## config.mk

```make
export PLATFORM = sky130hd
export DESIGN_NAME = text_console_ctrl
export DESIGN_NICKNAME = d
export VERILOG_FILES = /design/src/rtl/textcon_pkg.sv /design/src/rtl/textcon_cellgen.sv /design/src/rtl/text_console_ctrl.sv
export SDC_FILE = /design/constraint.sdc
export NUM_CORES = 1
export LEC_CHECK = 0
export ABC_AREA = 1
export CAP_MARGIN = 20
export CORE_ASPECT_RATIO = 0.6
export CORE_UTILIZATION = 57
export CTS_CLUSTER_SIZE = 12
export DETAILED_ROUTE_END_ITERATION = 6
export PLACE_DENSITY = 0.86
export SLEW_MARGIN = 20
export SYNTH_ARGS = -nofsm -noshare
export SYNTH_HDL_FRONTEND = slang
export SYNTH_SLANG_ARGS = --single-unit
```

## constraint.sdc

```tcl
create_clock -name wclk -period 5.18 [get_ports wclk]
set_input_delay 0.518 -clock wclk [delete_from_list [all_inputs] [get_ports wclk]]
set_output_delay 0.518 -clock wclk [all_outputs]
set_load 0.005 [all_outputs]
```

## src/rtl/textcon_pkg.sv

```systemverilog
// Shared types and constants for the text console controller.
package textcon_pkg;

   typedef enum logic [1:0] {StIdle, StPut, StClrLine, StClrAll} state_e;

   localparam logic [7:0] CHAR_BS = 8'h08;
   localparam logic [7:0] CHAR_LF = 8'h0A;
   localparam logic [7:0] CHAR_FF = 8'h0C;
   localparam logic [7:0] CHAR_CR = 8'h0D;

   localparam int unsigned DI_CMD_LSB = 24;
   localparam int unsigned DI_X_LSB   = 16;
   localparam int unsigned DI_Y_LSB   = 8;

   // cmd field stays zero; only x, y and the 7-bit character are populated.
   function automatic logic [31:0] pack_cell(input logic [4:0] x, input logic [4:0] y,
                                             input logic [6:0] c);
      logic [31:0] di;
      di = '0;
      di[DI_X_LSB +: 5] = x;
      di[DI_Y_LSB +: 5] = y;
      di[6:0]           = c;
      return di;
   endfunction

endpackage

```

## src/rtl/textcon_cellgen.sv

```systemverilog
// Cell address sequencer for line and screen clears; x/y track the cell currently being written.
module textcon_cellgen
   import textcon_pkg::*;
#(
   parameter int unsigned COLS = 32,
   parameter int unsigned ROWS = 28,
   parameter int unsigned CW   = 10
) (
   input  logic       wclk,
   input  logic       resetn,
   input  logic       start,
   input  logic       all,
   input  logic [4:0] row,
   input  logic       step,
   output logic [4:0] y,
   output logic [4:0] nx,
   output logic [4:0] ny,
   output logic       last
);

   logic [4:0]    x_q, y_q;
   logic [CW-1:0] cnt_q;
   logic          all_q;

   always_comb begin
      nx   = (x_q == 5'(COLS - 1)) ? 5'd0 : x_q + 5'd1;
      ny   = (x_q == 5'(COLS - 1)) ? y_q + 5'd1 : y_q;
      last = (cnt_q == (all_q ? CW'(COLS * ROWS - 1) : CW'(COLS - 1)));
      y    = y_q;
   end

   always_ff @(posedge wclk or negedge resetn) begin
      if (!resetn) begin
         x_q   <= '0;
         y_q   <= '0;
         cnt_q <= '0;
         all_q <= 1'b0;
      end else if (start) begin
         x_q   <= '0;
         y_q   <= row;
         cnt_q <= '0;
         all_q <= all;
      end else if (step) begin
         x_q   <= nx;
         y_q   <= ny;
         cnt_q <= cnt_q + CW'(1);
      end
   end

endmodule

```

## src/rtl/text_console_ctrl.sv

```systemverilog
// Byte-stream text console: places printable characters, handles LF/CR/BS/FF, clears lines/screen.
module text_console_ctrl
   import textcon_pkg::*;
#(
   parameter int unsigned COLS  = 32,
   parameter int unsigned ROWS  = 28,
   parameter logic [7:0]  BLANK = 8'h20
) (
   input  logic        wclk,
   input  logic        resetn,
   input  logic        in_valid,
   input  logic [7:0]  in_data,
   output logic        in_ready,
   output logic [3:0]  char_we,
   output logic [31:0] char_di,
   output logic [4:0]  cur_x,
   output logic [4:0]  cur_y,
   output logic        busy
);

   localparam int unsigned CW = $clog2(COLS * ROWS);

   state_e     state_q;
   logic       bs_q;
   logic       printable;
   logic [4:0] next_row;
   logic       gen_start, gen_all, gen_step, gen_last;
   logic [4:0] gen_row, gen_y, gen_nx, gen_ny;

   assign in_ready  = (state_q == StIdle);
   assign busy      = (state_q != StIdle);
   assign printable = (in_data >= 8'h20) && (in_data <= 8'h7E);
   assign next_row  = (cur_y == 5'(ROWS - 1)) ? 5'd0 : cur_y + 5'd1;

   always_comb begin
      gen_start = 1'b0;
      gen_all   = 1'b0;
      gen_row   = next_row;
      if (state_q == StIdle && in_valid) begin
         if (in_data == CHAR_LF) begin
            gen_start = 1'b1;
         end else if (in_data == CHAR_FF) begin
            gen_start = 1'b1;
            gen_all   = 1'b1;
            gen_row   = 5'd0;
         end
      end else if (state_q == StPut && !bs_q && cur_x == 5'(COLS - 1)) begin
         gen_start = 1'b1;
      end
      gen_step = (state_q == StClrLine || state_q == StClrAll) && !gen_last;
   end

   textcon_cellgen #(
      .COLS (COLS),
      .ROWS (ROWS),
      .CW   (CW)
   ) u_cellgen (
      .wclk   (wclk),
      .resetn (resetn),
      .start  (gen_start),
      .all    (gen_all),
      .row    (gen_row),
      .step   (gen_step),
      .y      (gen_y),
      .nx     (gen_nx),
      .ny     (gen_ny),
      .last   (gen_last)
   );

   // Outputs are registered: the write for a cell is visible in the cycle after it is decided.
   always_ff @(posedge wclk or negedge resetn) begin
      if (!resetn) begin
         state_q <= StIdle;
         bs_q    <= 1'b0;
         cur_x   <= '0;
         cur_y   <= '0;
         char_we <= 4'b0000;
         char_di <= '0;
      end else begin
         char_we <= 4'b0000;
         char_di <= '0;
         unique case (state_q)
            StIdle: begin
               if (in_valid) begin
                  if (printable) begin
                     state_q <= StPut;
                     bs_q    <= 1'b0;
                     char_we <= 4'b0001;
                     char_di <= pack_cell(cur_x, cur_y, in_data[6:0]);
                  end else if (in_data == CHAR_LF) begin
                     state_q <= StClrLine;
                     char_we <= 4'b0001;
                     char_di <= pack_cell(5'd0, next_row, BLANK[6:0]);
                  end else if (in_data == CHAR_CR) begin
                     cur_x <= '0;
                  end else if (in_data == CHAR_BS && cur_x != 5'd0) begin
                     state_q <= StPut;
                     bs_q    <= 1'b1;
                     cur_x   <= cur_x - 5'd1;
                     char_we <= 4'b0001;
                     char_di <= pack_cell(cur_x - 5'd1, cur_y, BLANK[6:0]);
                  end else if (in_data == CHAR_FF) begin
                     state_q <= StClrAll;
                     char_we <= 4'b0001;
                     char_di <= pack_cell(5'd0, 5'd0, BLANK[6:0]);
                  end
               end
            end
            StPut: begin
               if (bs_q) begin
                  state_q <= StIdle;
               end else if (cur_x != 5'(COLS - 1)) begin
                  cur_x   <= cur_x + 5'd1;
                  state_q <= StIdle;
               end else begin
                  state_q <= StClrLine;
                  char_we <= 4'b0001;
                  char_di <= pack_cell(5'd0, next_row, BLANK[6:0]);
               end
            end
            StClrLine, StClrAll: begin
               if (gen_last) begin
                  state_q <= StIdle;
                  cur_x   <= '0;
                  cur_y   <= (state_q == StClrLine) ? gen_y : 5'd0;
               end else begin
                  char_we <= 4'b0001;
                  char_di <= pack_cell(gen_nx, gen_ny, BLANK[6:0]);
               end
            end
         endcase
      end
   end

endmodule

```

After elaboration in Yosys (flattened, before gate mapping):

Index checks and enable logic that the tools add are counted.

* input bits: 11
* word-level logic and storage cells: 123
* output and inout port bits: 48
* register bits: 70

* add/subtract/negate cells: 6
* order comparisons: 2
* eq/ne operators: 23
* multiplexer cells: 63
* reduce and logical (&&, ||, !) cells: 19

Operators by type and width (number)
* two-way mux 21 bit: 6
* one-hot mux 32 bit (3 select lines): 1
* two-way mux 5 bit: 19
* equality test 8 x 4 -> 1 bit (second input constant): 4
* two-way mux 10 bit: 3
* two-way mux 13 bit: 2
* adder 5 x 1 -> 5 bit (second input constant): 4
* two-way mux 1 bit: 19
* two-way mux 2 bit: 9
* equality test 5 bit (second input constant): 3
* one-hot mux 5 bit (3 select lines): 1
* != test 2 bit (second input constant): 7
* one-hot mux 4 bit (3 select lines): 1
* adder 10 x 1 -> 10 bit (second input constant): 1
* equality test 10 bit: 1
* >= comparator 8 x 6 -> 1 bit (second input constant): 1
* <= comparator 8 x 7 -> 1 bit (second input constant): 1
* AND reduction 7 bit: 1
* logical AND 1 bit: 6
* two-way mux 6 bit: 1
* one-hot mux 2 bit (3 select lines): 1
* nonzero test 2 bit: 3
* != test 5 x 1 -> 1 bit (second input constant): 1
* != test 5 bit (second input constant): 1
* 14 further kinds: 16

Depth between registers and ports, before layout:

Gate-level depths: netlist of the first run.

* depth in word-level cells: 8
* gate-level depth with buffers: 12

Cells and area by module:

Synthesis of the first run repeated with hierarchy kept, for this count alone.

* cell total of the unflattened synthesis: 431
* area, all modules: 3236.9 sq um

Modules (own cells, without submodules)
* text_console_ctrl: area each 2034.5 sq um, cells an instance 276, times used 1
* textcon_cellgen: area each 1202.4 sq um, cells an instance 155, times used 1

Worst setup path after synthesis of the first run:

No wires, ideal clock.

* path kind: register to register
* from: register cur_x[0]
* to: register cur_x[0]
* arrival: 1572 ps
* path slack: 3491 ps
* cell stages (with the launch flop): 10
* library setup time: 117 ps
* path buffers: 0
* cell sequence: dfrtp_1 -> ha_1 -> nand2_1 -> nor2_1 -> ha_1 -> o21a_1 -> a21oi_2 -> nand2_1 -> nand2_1 -> nand2_1

* longest elaborated chain between the ends: 7
* elaborated cells on any way between the ends: 16
* classes of those cells: add/sub (2); eq/ne (3); mux (8); reduce/logical (3)

Ends and longest elaborated chain
* from (decl): RTL line text_console_ctrl.sv:16 `output logic [4:0] cur_x,`
* from (signal assigned): RTL line text_console_ctrl.sv:99 `cur_x <= cur_x - 5'd1;`
* from (signal assigned): RTL line text_console_ctrl.sv:113 `cur_x <= cur_x + 5'd1;`
* subtractor 5 x 1 -> 5 bit: RTL line text_console_ctrl.sv:99
* two-way mux 5 bit: RTL line text_console_ctrl.sv:96 `end else if (in_data == CHAR_BS && cur_x != 5'd0) begin`
* two-way mux 5 bit: RTL line text_console_ctrl.sv:94 `end else if (in_data == CHAR_CR) begin`
* two-way mux 5 bit: RTL line text_console_ctrl.sv:90 `end else if (in_data == CHAR_LF) begin`
* two-way mux 5 bit: RTL line text_console_ctrl.sv:85 `if (printable) begin`
* two-way mux 5 bit: RTL line text_console_ctrl.sv:84 `if (in_valid) begin`
* one-hot mux 5 bit (3 select lines): RTL line text_console_ctrl.sv:82 `unique case (state_q)`

Several ways; a longest one is shown, not always the timed one. The select of a mux whose other input is x is not followed.
A chain may end at the register's enable or synchronous reset.

Worst setup path in the final report of the first run:

* from: register u_cellgen.cnt_q[0]
* to: register char_di[11]

* longest elaborated chain between the ends: 3

Ends and longest elaborated chain
* from (decl): RTL line textcon_cellgen.sv:22 `logic [CW-1:0] cnt_q;`
* from (signal assigned): RTL line textcon_cellgen.sv:46 `cnt_q <= cnt_q + CW'(1);`
* equality test 10 bit: RTL line textcon_cellgen.sv:28 `last = (cnt_q == (all_q ? CW'(COLS * ROWS - 1) : CW'(COLS - 1)));`
* two-way mux 21 bit: RTL line text_console_ctrl.sv:122 `if (gen_last) begin`
* one-hot mux 32 bit (3 select lines): RTL line text_console_ctrl.sv:82
* to (signal assigned): RTL line text_console_ctrl.sv:89 `char_di <= pack_cell(cur_x, cur_y, in_data[6:0]);`
* to (signal assigned): RTL line text_console_ctrl.sv:93 `char_di <= pack_cell(5'd0, next_row, BLANK[6:0]);`
* to (signal assigned): RTL line text_console_ctrl.sv:128 `char_di <= pack_cell(gen_nx, gen_ny, BLANK[6:0]);`
* to (decl): RTL line text_console_ctrl.sv:15 `output logic [31:0] char_di,`

No other way between the ends. The select of a mux whose other input is x is not followed.

==> reports/results.tsv, run 1 <==
metric	value	unit
sw_frac_of_total	0.3949	
diodes	0	
stdcell_area	0.003729	mm²
antenna_found_initial	0	
yosysSeqAreaShare	0.4005	
crit_fanout	20	
cts_root_buffer	clkbuf_8	
worst-slew-pin-transition	658.8	ps
fillCellCount	427	
p_comb_frac	0.405	
status	finished clean	
grt_pass1_wl	12.83	mm
placed_cell_area	0.003621	mm²
syn2layout_area_growth	14.75	%
synth_xor_xnor_area_share	0.03504	
grt_pass1_vias	2739	
post-dp-hpwl	5.622	mm
vias_per_cell	5.379	
synth-adder-area-share	0.03080	
drive_above_1_share	0.07789	
drtIter0Drc	233	
clkPwrFrac	0.188	
htreeDepth	2	
cp_cell_sequence	ha_1 -> nand3_1 -> nor2_1 -> nand3_2 -> nand2_2 -> inv_2 -> nand2_1 -> nand2_1 -> inv_1 -> nand2_1	
synthMuxAreaShare	0	
dieArea	0.006017	mm²
fin_setup_tns	0	ps
p_int	0.0009063	W
p_switching	0.0005914	W
ys_ff_latch	52	
peakVddDrop	0.3114	mV
synth_compound_area_frac	0.1009	
slew_headroom	0.5608	
yosys.area_share.simple	0.3100	
final-setup-viol-count	0	
worstPathArrival	2470	ps
die_w	99.48	µm
cts_buffers	5	
crit_path_start_kind	register	
crit_buf_inv	2	
gp_congestion	0.9213	
first_pass_iters	5	
clock_latency	320	ps
postCtsSetupRepairBufs	0	
seq_power_share	0.407	
synth.cell_area	0.003249	mm²
grt_max_degree	53	
rsz0062_at_grt	false	
row_count	20	
maxCapViolations	0	
wl	7.607	mm
drcViolationCount	0	
clkTransAtPathRegs	100	ps
cp_top_family	simple AND/OR/NAND/NOR gates	
io_pins	59	
cpMostUsedCell	nand2_1	
skew	15.11	ps
num-nets-final	493	
clock-sinks	52	
vias	2969	
die_height	60.49	µm
grt_use_total	0.2787	
yosysWarnings	0	
grt-ovfl-total	0	
drtAntennaViolNets	0	
worstHoldPathType	input port to async pin	
hold_viol	0	
synthCells	435	
synth_top_family_by_area	simple AND/OR/NAND/NOR gates	
port_buffers	40	
cts_tree	done	
drv_slew	0	
ys_types	32	
final.period_utilization	0.4379	
slowest_stage	dfrtp_1	
layout_min_cycle_time	2268	ps
leakagePower	1.827	nW
fmax	0.4409	GHz
max_stage_delay	470	ps
cts_resized	0	
route.detailed.wl_per_inst	13.78	µm
multi_input_area	0.001617	mm²
avgSynthCellArea	7.470	µm²
ctsHoldBuffers	0	
start_util	0.6154	
end_kind	register	
cts_buffer_depth	2	
seqCellArea	0.001301	mm²
core_area	0.005280	mm²
power.density	401.7	mW/mm²
cp_data_required_time	5390	ps
setup.worst_path.class	register to register	
-- synth_stat cells (all sizes together) --
master    n  area share
a21oi     8       0.018
buf      25       0.058
clkbuf    1      0.0012
clkinv    1      0.0015
conb      1      0.0012
dfrtp    52        0.40
ha        8       0.031
inv      53       0.061
nand2   114        0.14
nand3    55       0.091
nand4     4      0.0077
nor2     48       0.059
nor3      7       0.011
o211ai    3      0.0069
o21a      2      0.0046
o21ai    34       0.062
o22ai     5      0.0096
or2       1      0.0019
xnor2     2      0.0054
xor2     11       0.030
-- stage by stage --
stage / instances / setup slack, ps / hold WS (ps) / util / power, W
after global routing: 552 / 2737 / 362.7 / 0.7062 / 0.001605
final: 552 / 2912 / 291.3 / 0.7062 / 0.001498
after global placement: 544 / 2892 / 490.6 / 0.6858 / 0.001183
after detailed placement: 544 / 2808 / 518.7 / 0.6858 / 0.001211
after CTS: 552 / 2953 / 323.7 / 0.7062 / 0.001494
after floorplan: 452 / 3491 / 222.4 / - / 0.001011
-- routing by layer --
| layer | track usage | routed length (µm) | vias to the layer above |
|---|---|---|---|
| li1 | - | - | 1436 |
| met3 | 0.05184 | 584 | 16 |
| met4 | 0.1071 | 133 | 0 |
| met2 | 0.4325 | 3241 | 137 |
| met5 | 0 | 0 | - |
| met1 | 0.3966 | 3647 | 1380 |
-- flip-flops by register name (all words and copies together), names as in the netlist --
signal / count
char_we: 1
u_cellgen.y: 5
char_di: 17
cur_x: 5
state_q: 2
u_cellgen.all_q: 1
cur_y: 5
u_cellgen.x_q: 5
bs_q: 1
u_cellgen.cnt_q: 10
-- area by class of cell --
class / count / area share
repair buffers: 41 / 0.1081
clock inverters: 2 / 0.009396
clock buffers: 6 / 0.01946
inverters: 54 / 0.05470
multi-input cells: 320 / 0.4336
well taps: 77 / 0.02584
flip-flops and latches: 52 / 0.3490
-- cells by family after synthesis --
group / Yosys count
simple gates: 229
flops: 52
compound gates: 52
buf+inv: 80
xor+xnor: 13
fa+ha+maj: 8
other cells: 1
-- path summary, 6_finish.rpt --
path	cells past startpoint	startpoint	to	slack, ps
worst max-delay path	10	u_cellgen.cnt_q[0]	char_di[11]	2910
worst min register to register	2	u_cellgen.x_q[4]	u_cellgen.x_q[4]	540
max in group asynchronous	2	resetn	u_cellgen.x_q[3]	4430
worst max register to register	10	u_cellgen.cnt_q[0]	char_di[11]	2910
min in group wclk	2	u_cellgen.x_q[4]	u_cellgen.x_q[4]	540
worst min-delay path	2	resetn	char_di[2]	290
-- placed cells by master, fill, tap and decap left out, types with 6 or more instances in the layout --
cell	synthesis	layout
nor3_1	7	7
nor2_1	46	46
o21ai_2	8	8
nand2_1	109	109
xor2_1	11	11
o21ai_1	6	6
nand3_1	51	51
conb_1	1	18
o21ai_0	20	20
ha_1	8	8
dfrtp_1	52	52
inv_1	49	49
clkdlybuf4s50_1	0	39
-- power groups by stage --
stage                     Sequential (W)  Clock [W]  Combinational [W]
after global routing            0.000623   0.000298           0.000684
after detailed placement        0.000614          0           0.000598
after CTS                       0.000607   0.000283           0.000604
after floorplan                 0.000593          0           0.000418
final                           0.000609   0.000282           0.000606
after global placement          0.000611          0           0.000572
Power figures use the tool's default switching activity.
==> run 2: changes to the inputs <==
- CORE_UTILIZATION: 57 -> 53
- PLACE_DENSITY: 0.86 -> 0.81
- clock period: 5.18 -> 2.3 ns (I/O delays scaled with it)
==> reports/results.tsv, run 2 (synthesis results as in run 1) <==
metric	value	unit
status	finished clean	
p_comb_frac	0.414	
regMostFlops	char_di	
sw_frac_of_total	0.3928	
fin_setup_tns	0	ps
grt-ovfl-total	0	
cpMostUsedCell	nand2_1	
hold_viol	0	
diodes	0	
io_pins	59	
peakVddDrop	0.6106	mV
leakagePower	1.845	nW
grt_pass1_wl	12.76	mm
setup.worst_path.class	register to register	
htreeDepth	2	
r2r_start	u_cellgen.cnt_q[0]	
seq_power_share	0.417	
num-nets-final	497	
crit_path_start_kind	register	
antenna_found_initial	0	
cp_data_required_time	2500	ps
fmax	0.5041	GHz
vias_per_cell	5.219	
cts_buffers	5	
grt_pass1_vias	2648	
end_kind	register	
grt_max_degree	53	
crit_path_start	u_cellgen.cnt_q[0]	
dieArea	0.006458	mm²
layout_commonest_cell	nand2_1	
final-setup-viol-count	0	
die_w	103.1	µm
clkTransAtPathRegs	90	ps
seqCellArea	0.001301	mm²
first_pass_iters	5	
skew	9.712	ps
drtIter0Drc	249	
core_area	0.005728	mm²
worstReg2RegEnd	u_cellgen.y[0]	
drtAntennaViolNets	0	
rsz0062_at_grt	false	
largest_reg_flops	17	
power.density	872.2	mW/mm²
route.detailed.wl_per_inst	13.26	µm
gp_congestion	0.8893	
final.period_utilization	0.8625	
start_util	0.5673	
vias	2912	
cts_tree	done	
row_count	21	
postCtsSetupRepairBufs	0	
r2r_cells	9	
fin_util	0.6575	
cts_root_buffer	clkbuf_8	
crit_fanout	13	
cp_cell_sequence	ha_1 -> nand3_1 -> nor2_1 -> nand3_2 -> nand2_2 -> buf_4 -> nand2_4 -> nand2_1 -> nand2_1	
p_int	0.001995	W
drv_slew	0	
multi_input_area	0.001617	mm²
syn2layout_area_growth	15.90	%
final_cell_mix	nand2_1, dfrtp_1, nand3_1	
worstPathArrival	2180	ps
wl	7.401	mm
slowest_stage	dfrtp_1	
grt_use_total	0.2543	
worstHoldPathType	input port to async pin	
die_height	62.65	µm
drcViolationCount	0	
maxCapViolations	0	
port_buffers	40	
p_switching	0.001290	W
fillCellCount	534	
post-dp-hpwl	5.559	mm
clock-sinks	52	
endpoint	u_cellgen.y[0]	
drive_above_1_share	0.08368	
cts_buffer_depth	2	
reg2reg_slack	320	ps
layout_min_cycle_time	1984	ps
max_stage_delay	450	ps
top_regs	char_di (17), u_cellgen.cnt_q (10)	
clkPwrFrac	0.169	
clock_latency	300	ps
run 2: per-stage QoR:
step	instance area, µm²	setup WS [ps]	hold slack (ps)	total power, W	instances
after CTS	3766	326.2	453.3	0.003306	558
after global placement	3660	325.2	244.6	0.002688	550
after floorplan	3313	611.3	-65.59	0.002277	452
after global routing	3766	125.8	481.9	0.003572	558
final	3766	316.2	434.4	0.003285	558
after detailed placement	3660	265.9	249.2	0.002729	550
run 2: how the worst min path moves through the flow:
stage | from | endpoint | slack [ps] | cells past startpoint
2_1_floorplan | resetn | bs_q | -70 | 0
3_3_place_gp | resetn | char_di[3] | 240 | 2
3_5_place_dp | resetn | char_di[3] | 250 | 2
4_1_cts | resetn | char_di[3] | 450 | 3
5_1_grt | resetn | char_we[0] | 480 | 3
6_report | resetn | char_di[3] | 430 | 3
run 2: cell type report:
type / count / share of cell area
Tap cell: 80 / 0.02658
Inverter: 54 / 0.05415
Timing Repair Buffer: 45 / 0.1189
Clock buffer: 7 / 0.02558
Sequential cell: 52 / 0.3455
Multi-Input combinational cell: 320 / 0.4292
run 2: power by group through the flow:
| stage | registers, W | logic (W) | clock network [W] |
|---|---|---|---|
| 6_report | 0.00137 | 0.00136 | 0.000555 |
| 5_1_grt | 0.00140 | 0.00154 | 0.000624 |
| 4_1_cts | 0.00137 | 0.00136 | 0.000574 |
| 3_5_place_dp | 0.00139 | 0.00134 | 0 |
| 3_3_place_gp | 0.00137 | 0.00132 | 0 |
| 2_1_floorplan | 0.00134 | 0.000942 | 0 |
run 2: layer usage:
layer	GRT usage	up-vias	wire length, µm
met2	0.3667	121	3111
met5	0	-	0
met3	0.04810	7	668
met4	0.06338	0	53
met1	0.3895	1340	3567
li1	-	1444	-
run 2: critical path, delay by kind of cell, from the launching register on:
kind          cells  cell delay [ps]
buf+inv           1              210
fa+ha+maj         1              220
flops             1              450
simple gates      7              980
run 2: what timing repair did:
| action | in CTS | in global routing |
|---|---|---|
| endpoints found under the hold margin | 52 | 0 |
| hold buffers | 1 | 0 |
| resized for setup | 0 | 0 |
